<file path="src/rtl/bk_pkg.sv">
// Shared types and helpers for the pipelined Brent-Kung adder/subtractor.
package bk_pkg;

    // Ceiling log2, usable in constant expressions.
    function automatic int clog2(input int v);
        int r;
        r = 0;
        while ((1 << r) < v) r++;
        return r;
    endfunction

    // Default geometry; each module derives its own from its parameters.
    localparam int DFLT_WIDTH     = 32;
    localparam int DFLT_GROUPSIZE = 4;
    localparam int DFLT_NGROUPS   = DFLT_WIDTH / DFLT_GROUPSIZE;
    localparam int DFLT_LEVELS    = clog2(DFLT_NGROUPS);

    // Group generate/propagate pair.
    typedef struct packed {
        logic g;
        logic p;
    } gp_t;

    // Prefix combine: hi covers the more significant span, lo the less.
    function automatic gp_t gp_op(input gp_t hi, input gp_t lo);
        gp_t r;
        r.g = hi.g | (hi.p & lo.g);
        r.p = hi.p & lo.p;
        return r;
    endfunction

endpackage

</file>
<file path="src/rtl/bk_prefix_tree.sv">
// Combinational Brent-Kung prefix over group (G,P) pairs.
// pfx_o[i] is the combined (G,P) of groups i..0.
module bk_prefix_tree import bk_pkg::*; #(
    parameter int NGROUPS = 8
) (
    input  gp_t [NGROUPS-1:0] gp_i,
    output gp_t [NGROUPS-1:0] pfx_o
);
    localparam int LEVELS = clog2(NGROUPS);

    // Up-sweep builds power-of-two spans, down-sweep fills the gaps.
    always_comb begin : sweep
        gp_t t [NGROUPS];
        for (int i = 0; i < NGROUPS; i++) t[i] = gp_i[i];
        for (int l = 0; l < LEVELS; l++)
            for (int i = (2 << l) - 1; i < NGROUPS; i += (2 << l))
                t[i] = gp_op(t[i], t[i - (1 << l)]);
        for (int l = LEVELS - 2; l >= 0; l--)
            for (int i = (3 << l) - 1; i < NGROUPS; i += (2 << l))
                t[i] = gp_op(t[i], t[i - (1 << l)]);
        pfx_o = '0;
        for (int i = 0; i < NGROUPS; i++) pfx_o[i] = t[i];
    end

endmodule

</file>
<file path="src/rtl/bk_addsub_pipe.sv">
// Three-stage Brent-Kung adder/subtractor with valid/ready back-pressure.
// Stage 1: group G/P, stage 2: group carry-ins, stage 3: sums and flags.
module bk_addsub_pipe import bk_pkg::*; #(
    parameter int WIDTH     = 32,
    parameter int GROUPSIZE = 4,
    parameter int TAG_W     = 4
) (
    input  logic             clk,
    input  logic             rst_n,
    input  logic             in_valid,
    output logic             in_ready,
    input  logic [WIDTH-1:0] in_a,
    input  logic [WIDTH-1:0] in_b,
    input  logic             in_cin,
    input  logic             in_sub,
    input  logic [TAG_W-1:0] in_tag,
    output logic             out_valid,
    input  logic             out_ready,
    output logic [WIDTH-1:0] out_sum,
    output logic             out_cout,
    output logic             out_ovf,
    output logic             out_zero,
    output logic [TAG_W-1:0] out_tag
);
    localparam int NGROUPS = WIDTH / GROUPSIZE;
    localparam int MSB     = WIDTH - 1;

    logic [3:1] vld_q;
    logic       rdy1, rdy2, rdy3;

    // A stage is free if empty or if its content moves on this cycle.
    assign rdy3     = ~vld_q[3] | out_ready;
    assign rdy2     = ~vld_q[2] | rdy3;
    assign rdy1     = ~vld_q[1] | rdy2;
    assign in_ready = rdy1;

    // ---------------- stage 1 ----------------
    logic [WIDTH-1:0]   b_eff;
    logic               c0;
    gp_t [NGROUPS-1:0]  gp_d;

    assign b_eff = in_sub ? ~in_b : in_b;
    assign c0    = in_sub | in_cin;

    // Per-group generate/propagate, rippled across GROUPSIZE bits.
    always_comb begin : grp_gp
        logic gg, pp;
        int   idx;
        gp_d = '0;
        for (int g = 0; g < NGROUPS; g++) begin
            gg = 1'b0;
            pp = 1'b1;
            for (int j = 0; j < GROUPSIZE; j++) begin
                idx = g * GROUPSIZE + j;
                gg  = (in_a[idx] & b_eff[idx]) | ((in_a[idx] ^ b_eff[idx]) & gg);
                pp  = pp & (in_a[idx] ^ b_eff[idx]);
            end
            gp_d[g].g = gg;
            gp_d[g].p = pp;
        end
    end

    logic [WIDTH-1:0]  s1_a_q, s1_b_q;
    logic              s1_c0_q;
    logic [TAG_W-1:0]  s1_tag_q;
    gp_t [NGROUPS-1:0] s1_gp_q;

    // Stage 1 register: loads on an accepted input, otherwise holds.
    always_ff @(posedge clk) begin
        if (!rst_n) begin
            vld_q[1] <= 1'b0;
            s1_a_q   <= '0;
            s1_b_q   <= '0;
            s1_c0_q  <= 1'b0;
            s1_tag_q <= '0;
            s1_gp_q  <= '0;
        end else begin
            if (rdy1) vld_q[1] <= in_valid;
            if (in_valid && rdy1) begin
                s1_a_q   <= in_a;
                s1_b_q   <= b_eff;
                s1_c0_q  <= c0;
                s1_tag_q <= in_tag;
                s1_gp_q  <= gp_d;
            end
        end
    end

    // ---------------- stage 2 ----------------
    gp_t [NGROUPS-1:0] pfx;
    logic [NGROUPS:0]  cin_d;

    bk_prefix_tree #(.NGROUPS(NGROUPS)) u_tree (
        .gp_i  (s1_gp_q),
        .pfx_o (pfx)
    );

    // Carry into group i; entry NGROUPS is the carry out of the MSB group.
    always_comb begin
        cin_d    = '0;
        cin_d[0] = s1_c0_q;
        for (int i = 1; i <= NGROUPS; i++)
            cin_d[i] = pfx[i-1].g | (pfx[i-1].p & s1_c0_q);
    end

    logic [WIDTH-1:0] s2_a_q, s2_b_q;
    logic [NGROUPS:0] s2_c_q;
    logic [TAG_W-1:0] s2_tag_q;

    // Stage 2 register: operands plus resolved group carries.
    always_ff @(posedge clk) begin
        if (!rst_n) begin
            vld_q[2] <= 1'b0;
            s2_a_q   <= '0;
            s2_b_q   <= '0;
            s2_c_q   <= '0;
            s2_tag_q <= '0;
        end else begin
            if (rdy2) vld_q[2] <= vld_q[1];
            if (vld_q[1] && rdy2) begin
                s2_a_q   <= s1_a_q;
                s2_b_q   <= s1_b_q;
                s2_c_q   <= cin_d;
                s2_tag_q <= s1_tag_q;
            end
        end
    end

    // ---------------- stage 3 ----------------
    logic [WIDTH-1:0] sum_d;
    logic             ovf_d, zero_d;

    // Per-group ripple sum seeded by the group carry-in, then flags.
    always_comb begin : grp_sum
        logic c;
        int   idx;
        sum_d = '0;
        for (int g = 0; g < NGROUPS; g++) begin
            c = s2_c_q[g];
            for (int j = 0; j < GROUPSIZE; j++) begin
                idx        = g * GROUPSIZE + j;
                sum_d[idx] = s2_a_q[idx] ^ s2_b_q[idx] ^ c;
                c          = (s2_a_q[idx] & s2_b_q[idx]) | (c & (s2_a_q[idx] ^ s2_b_q[idx]));
            end
        end
        ovf_d  = (s2_a_q[MSB] == s2_b_q[MSB]) & (sum_d[MSB] != s2_a_q[MSB]);
        zero_d = ~|sum_d;
    end

    logic [WIDTH-1:0] s3_sum_q;
    logic             s3_cout_q, s3_ovf_q, s3_zero_q;
    logic [TAG_W-1:0] s3_tag_q;

    // Output register: held stable while stalled by out_ready.
    always_ff @(posedge clk) begin
        if (!rst_n) begin
            vld_q[3]  <= 1'b0;
            s3_sum_q  <= '0;
            s3_cout_q <= 1'b0;
            s3_ovf_q  <= 1'b0;
            s3_zero_q <= 1'b0;
            s3_tag_q  <= '0;
        end else begin
            if (rdy3) vld_q[3] <= vld_q[2];
            if (vld_q[2] && rdy3) begin
                s3_sum_q  <= sum_d;
                s3_cout_q <= s2_c_q[NGROUPS];
                s3_ovf_q  <= ovf_d;
                s3_zero_q <= zero_d;
                s3_tag_q  <= s2_tag_q;
            end
        end
    end

    assign out_valid = vld_q[3];
    assign out_sum   = s3_sum_q;
    assign out_cout  = s3_cout_q;
    assign out_ovf   = s3_ovf_q;
    assign out_zero  = s3_zero_q;
    assign out_tag   = s3_tag_q;

endmodule

</file>
<file path="config.mk">
export PLATFORM = sky130hd
export DESIGN_NAME = bk_addsub_pipe
export DESIGN_NICKNAME = d
export VERILOG_FILES = /design/src/rtl/bk_pkg.sv /design/src/rtl/bk_prefix_tree.sv /design/src/rtl/bk_addsub_pipe.sv
export SDC_FILE = /design/constraint.sdc
export NUM_CORES = 1
export LEC_CHECK = 0
export ABC_AREA = 1
export BUFFER_PORTS_ARGS = -buffer_cell sky130_fd_sc_hd__buf_2
export CAP_MARGIN = 10
export CORE_MARGIN = 3
export CORE_UTILIZATION = 45
export CTS_BUF_LIST = sky130_fd_sc_hd__clkbuf_8
export CTS_CLUSTER_DIAMETER = 50
export DETAILED_ROUTE_END_ITERATION = 16
export GPL_ROUTABILITY_DRIVEN = 0
export PLACE_DENSITY = 0.61
export SYNTH_ARGS = -nofsm -noshare
export SYNTH_HDL_FRONTEND = slang
export SYNTH_HIERARCHICAL = 1
export SYNTH_SLANG_ARGS = --single-unit
</file>
<file path="constraint.sdc">
create_clock -name clk -period 4.65 [get_ports clk]
set_clock_uncertainty 0.05 [all_clocks]
set_input_delay 0.465 -clock clk [delete_from_list [all_inputs] [get_ports clk]]
set_output_delay 0.465 -clock clk [all_outputs]
set_load 0.02 [all_outputs]
</file>
After elaboration in Yosys (flattened, before gate mapping):

Cells that the tools add are included.

* register bits: 204

* equality and inequality tests: 2
* muxes and demuxes: 1
* bitwise operators: 330
* reductions and logical operators: 5

Operator list (count)
* AND 1 bit: 159
* bitwise XOR 1 bit: 96
* OR 1 bit: 71
* two-way mux 32 bit: 1
* NOT 32 bit: 1
* OR reduction 32 bit: 1
* logical AND 1 bit: 3
* NOT 1 bit: 3
* == test 1 bit: 1
* zero test 1 bit: 1
* inequality test 1 bit: 1

Logic depth before layout (Yosys ltp):

* word-level depth: 10
* gate-level depth with buffers: 14
* gate-level depth less buffers: 14

By module:

Netlist, hierarchy kept.

Modules (own cells, without submodules)
* bk_addsub_pipe: instances 1, cells an instance 1108, area an instance 8887.3 µm²
* bk_prefix_tree: instances 1, cells an instance 36, area an instance 180.2 µm²

Worst setup path after synthesis:

OpenSTA, ideal clock, no wires.

* path type: reg-to-reg
* start point: reg s2_a_q[0]
* end point: reg s3_zero_q (netlist: out_zero)
* arrival: 2.042 ns
* data required time: 4.530 ns
* setup slack: 2.488 ns
* cell stages (with the launch flop): 11
* path through: dfxtp_1 fa_1 fa_1 fa_1 inv_1 nand3_1 nor2_1 nand2_1 nor2_1 nand3_1 a21oi_1

* elaborated cells on any way between the ends: 14

RTL lines
* from (decl): RTL line bk_addsub_pipe.sv:106 `logic [WIDTH-1:0] s2_a_q, s2_b_q;`
* from (signal assigned): RTL line bk_addsub_pipe.sv:121 `s2_a_q <= s1_a_q;`
* bitwise XOR 1 bit: RTL line bk_addsub_pipe.sv:143 `c = (s2_a_q[idx] & s2_b_q[idx]) | (c & (s2_a_q[idx] ^ s2_b_q[idx]));`
* AND 1 bit: RTL line bk_addsub_pipe.sv:143
* OR 1 bit (*): RTL line bk_addsub_pipe.sv:143
* AND 1 bit (*): RTL line bk_addsub_pipe.sv:143
* OR 1 bit (*): RTL line bk_addsub_pipe.sv:143
* bitwise XOR 1 bit (*): RTL line bk_addsub_pipe.sv:142 `sum_d[idx] = s2_a_q[idx] ^ s2_b_q[idx] ^ c;`
* via sum_d[2]: RTL line bk_addsub_pipe.sv:130 `logic [WIDTH-1:0] sum_d;`
* OR reduction 32 bit (*): RTL line bk_addsub_pipe.sv:147 `zero_d = ~|sum_d;`
* zero test 1 bit (*): RTL line bk_addsub_pipe.sv:147
* to (signal assigned): RTL line bk_addsub_pipe.sv:169 `s3_zero_q <= zero_d;`
* to (decl): RTL line bk_addsub_pipe.sv:151 `logic s3_cout_q, s3_ovf_q, s3_zero_q;`

Mark *: on every way through the listed nets, which the timed path passes. The rest lies on a longest branch.
A chain may end at the register's enable or synchronous reset.

Worst setup path in the final report:

* start point: reg vld_q, in the netlist out_valid
* end point: reg s1_gp_q[11] (netlist bit)

* word-level cells in the longest chain between the ends: 5

RTL lines
* from (decl): RTL line bk_addsub_pipe.sv:28 `logic [3:1] vld_q;`
* NOT 1 bit: RTL line bk_addsub_pipe.sv:32 `assign rdy3 = ~vld_q[3] | out_ready;`
* OR 1 bit: RTL line bk_addsub_pipe.sv:32
* OR 1 bit: RTL line bk_addsub_pipe.sv:33 `assign rdy2 = ~vld_q[2] | rdy3;`
* OR 1 bit: RTL line bk_addsub_pipe.sv:34 `assign rdy1 = ~vld_q[1] | rdy2;`
* logical AND 1 bit: RTL line bk_addsub_pipe.sv:79 `if (in_valid && rdy1) begin`
* to (signal assigned): RTL line bk_addsub_pipe.sv:84 `s1_gp_q <= gp_d;`
* to (decl): RTL line bk_addsub_pipe.sv:66 `gp_t [NGROUPS-1:0] s1_gp_q;`

No other way between the ends.

==> out/results.txt <==
Once detail routing completed, the nets flagged for antenna violations numbered 0. In the global route stage, met3 resource usage came out at 3.95%. The maximum number of buffers from clock root to sink was 3; the post-cts sizing count was 0. The logs give 4.69 nW for the leakage power and 0 ns for the final sum of negative setup slack. The number of hold violations in the final report was 0; the count of non-filler cells in the finished layout was 1517. In this run the worst path has a maximum fanout of 77. Before antenna repair, the detailed router went through 4 iterations.

Setup violations remaining at the end of the flow were counted as 0. In the final layout, the share of cells above drive strength 1 is 14.8%. The number of antenna violations at the first check in global routing was 0.

The tools report the number of global-route vias before repair as 6682. The final route contains 7314 vias. Synthesis instantiated 28 different standard cells from the library. For the pin with the worst max-slew slack, the measured transition is 1.09 ns. The global routing's busiest layer was met1. The maximum number of pins on one net before global-route repair was 102; the total number of clock tree sinks was 204.

The critical path is of the register to register type. The average instance in the mapped netlist occupies 7.93 µm². For the final hold slack, the log shows 0.162 ns.

The run finished with clean final reports. Buffers inserted during clock tree synthesis total 34. For this run, the register share of the synthesized area comes to 45.0%.

When the netlist entered floorplanning its net count stood at 1274. The area growth from synthesis to layout is 13.8%. The die is 148 µm wide. The run gives 34100 µm as the first-pass GRT wire length.

The initial utilization of the core area, before any placement, comes to 46.1%. Setup repair after global routing left no endpoint under its margin. After global routing the overflow that remains totals 0. The count of antenna diodes in the layout is 0, and the cell area after technology mapping is 9070 µm². The count of state elements after synthesis was 204. In the global route stage, met1 resource usage came out at 30.4%. Traced cell by cell, the critical path runs through nand2_1 -> nor2_2 -> nand2_2 -> nand2_4 -> inv_2 -> buf_4 -> o21ai_0 -> a31oi_1.

Global routing used 19.0% of the available tracks. TritonCTS built the clock tree. The total wire length after detailed routing came out at 21000 µm. The category of cells accounting for the largest share of critical-path delay is buffers and inverters.

Half-perimeter wire length of the detailed placement result: 14900 µm. Clock-pin slew was measured on the worst setup and hold paths at 0.06 ns. After detailed routing, the number of remaining DRC violations is 0.

The most instantiated flip-flop cell in the synthesis netlist was dfxtp_1. The synthesized design contains 0 enable-type register cells. Final clock period utilization by the worst path: 55.6%.

For the worst setup path, the data required time is 5.02 ns. Power spread over the standard cell area amounts to 390 nW/µm². After floorplanning, the core was sized to cover 19700 µm². The tool flagged a number of max-cap violations equal to 0. The number of buffers and inverters on the critical path was 2; the clock period minus final worst setup slack was 2.58 ns. During I/O placement, the number of pins put on the boundary was 115. For this run, the number of Yosys warnings is 6. The cell count after synthesis is 1144, and the insertion delay to the later sink of the worst-skew pair is 0.51 ns. The type of element launching the critical path is a register. Buffers added to address setup during post-CTS repair amount to 0. The slowest cell on the critical path was inv_2.

Using the TritonRoute via totals, the vias-per-cell ratio works out to 4.82. In this run the worst hold path is classified as primary input to register. The number of placed instances, taps included, is 1459. Counting flops with an async set or reset pin after synthesis yields a share of 0%. In the final design database the tool counted 1360 nets.

Data arrives at the worst endpoint at 2.96 ns. The number of slew-limit violations in the final report is 0, and the average wire per standard cell is 13.8 µm. In this run the tool buffered the top-level ports with 114 buffer cells. The number of H-tree branching levels was 2. The tools report the floorplan row count as 51. Buffer type at the clock tree root: clkbuf_8. Chip height: 148 µm.

For the DRC violation total after the first TritonRoute iteration, the log shows 445. The overall die area was 21900 µm². STA classifies the critical path endpoint as a register. In this run, post-CTS hold repair placed 0 buffers. Global routing consumed, on the met2 layer, 25.6% of the routing resources. For this run, the slowest stage of the critical path takes 0.79 ns.

IR analysis of the VDD net gives a maximum drop of 149 µV. The logs give 27.3% for the headroom to the max-slew limit and 387 MHz for the top achievable clock speed.
## flip-flops by register name, indices dropped and copies added, names as in the netlist
| signal | flops |
|---|---|
| s1_tag_q | 4 |
| s2_tag_q | 4 |
| out_valid | 1 |
| out_ovf | 1 |
| s1_a_q | 32 |
| out_sum | 32 |
| out_cout | 1 |
| s1_b_q | 32 |
| out_zero | 1 |
| vld_q | 2 |
| s1_c0_q | 1 |
| out_tag | 4 |
| s2_a_q | 32 |
| s1_gp_q | 16 |
| s2_b_q | 32 |
| s2_c_q | 9 |
## worst paths after layout
path,from,endpoint,slack (ns),depth (start not counted)
worst max-delay path,out_valid$_SDFFE_PN0P_,s1_gp_q[11]$_SDFFE_PN0P_,2.07,8
worst min-delay path,in_cin,s1_c0_q$_SDFFE_PN0P_,0.16,3
worst min register to register,s2_a_q[27]$_SDFFE_PN0P_,s2_a_q[27]$_SDFFE_PN0P_,0.42,2
worst max register to register,out_valid$_SDFFE_PN0P_,s1_gp_q[11]$_SDFFE_PN0P_,2.07,8
## logic make-up after synthesis
| logic type | count (synthesis) | share of synthesized area, % |
|---|---|---|
| simple gates | 421 | 18.7 |
| compound gates | 275 | 15.7 |
| buf+inv | 156 | 7.71 |
| flops | 204 | 45.0 |
| fa+ha+maj | 56 | 9.71 |
| xor+xnor | 32 | 3.09 |
## cells in the mapped netlist, types with 4 or more instances
master	count	area share (%)
nand3b_1	9	0.75
buf_4	9	0.75
xor2_1	32	3.1
nand3_1	16	0.88
nor2_1	281	12
a21oi_1	64	3.5
fa_1	24	5.3
inv_2	4	0.17
o211ai_1	8	0.66
nand2_2	7	0.48
ha_1	32	4.4
buf_2	22	1.2
nand2_1	94	3.9
a31oi_1	10	0.69
buf_6	7	0.87
clkbuf_1	32	1.3
inv_1	80	3.3
nand4_1	9	0.62
a211oi_1	4	0.33
o21ai_0	187	10
dfxtp_1	204	45
## power breakdown
group / total [mW] / internal, mW / leakage, nW / switching (mW)
sequential: 1.93 / 1.87 / 1.68 / 0.0680
combinational: 0.552 / 0.205 / 2.62 / 0.347
clock: 1.54 / 0.859 / 0.389 / 0.680
## metrics by stage
step,power (mW),setup slack [ns],util (%),cell area (µm²)
3_5_place_dp,2.53,1.76,49.1,9640
5_1_grt,4.24,1.79,52.5,10300
4_1_cts,4.07,2.04,52.5,10300
2_1_floorplan,2.35,2.49,-,9070
6_report,4.02,2.07,52.5,10300
3_3_place_gp,2.51,1.86,49.1,9640
## layout make-up
class | count | area (µm²)
multi-input cells | 784 | 4280
fillers | 1955 | 9340
repair buffers | 121 | 626
flip-flops and latches | 204 | 4080
well taps | 265 | 332
inverters | 85 | 319
clock buffers | 45 | 619
clock inverters | 13 | 52.6
## placed cells by master, fill, tap and decap left out
master,instances
nand2_2,7
clkinv_2,3
nor2_1,281
o211ai_1,8
nand3_1,16
inv_2,4
a211oi_1,4
dfxtp_1,204
a21o_2,2
buf_4,8
nand2_4,2
buf_2,113
clkbuf_8,45
nor3_1,1
fa_1,24
ha_1,32
nor3b_1,1
inv_1,90
nand3b_1,9
nand2_1,94
clkinv_1,1
a21oi_1,64
nand4_1,9
o21ai_0,187
nor2_2,1
a31oi_1,10
xor2_1,32
## worst min-delay path: cells and delay by family
kind / cells / cell delay [ns]
buffers and inverters: 1 / 0.09
AND/OR/NAND/NOR: 2 / 0.12
## layer usage
metal | vias up | routed length [µm]
met5 | - | 0
li1 | 3869 | -
met2 | 180 | 8050
met3 | 25 | 1330
met1 | 3240 | 11300
met4 | 0 | 280
(Power assumes the default switching activity.)
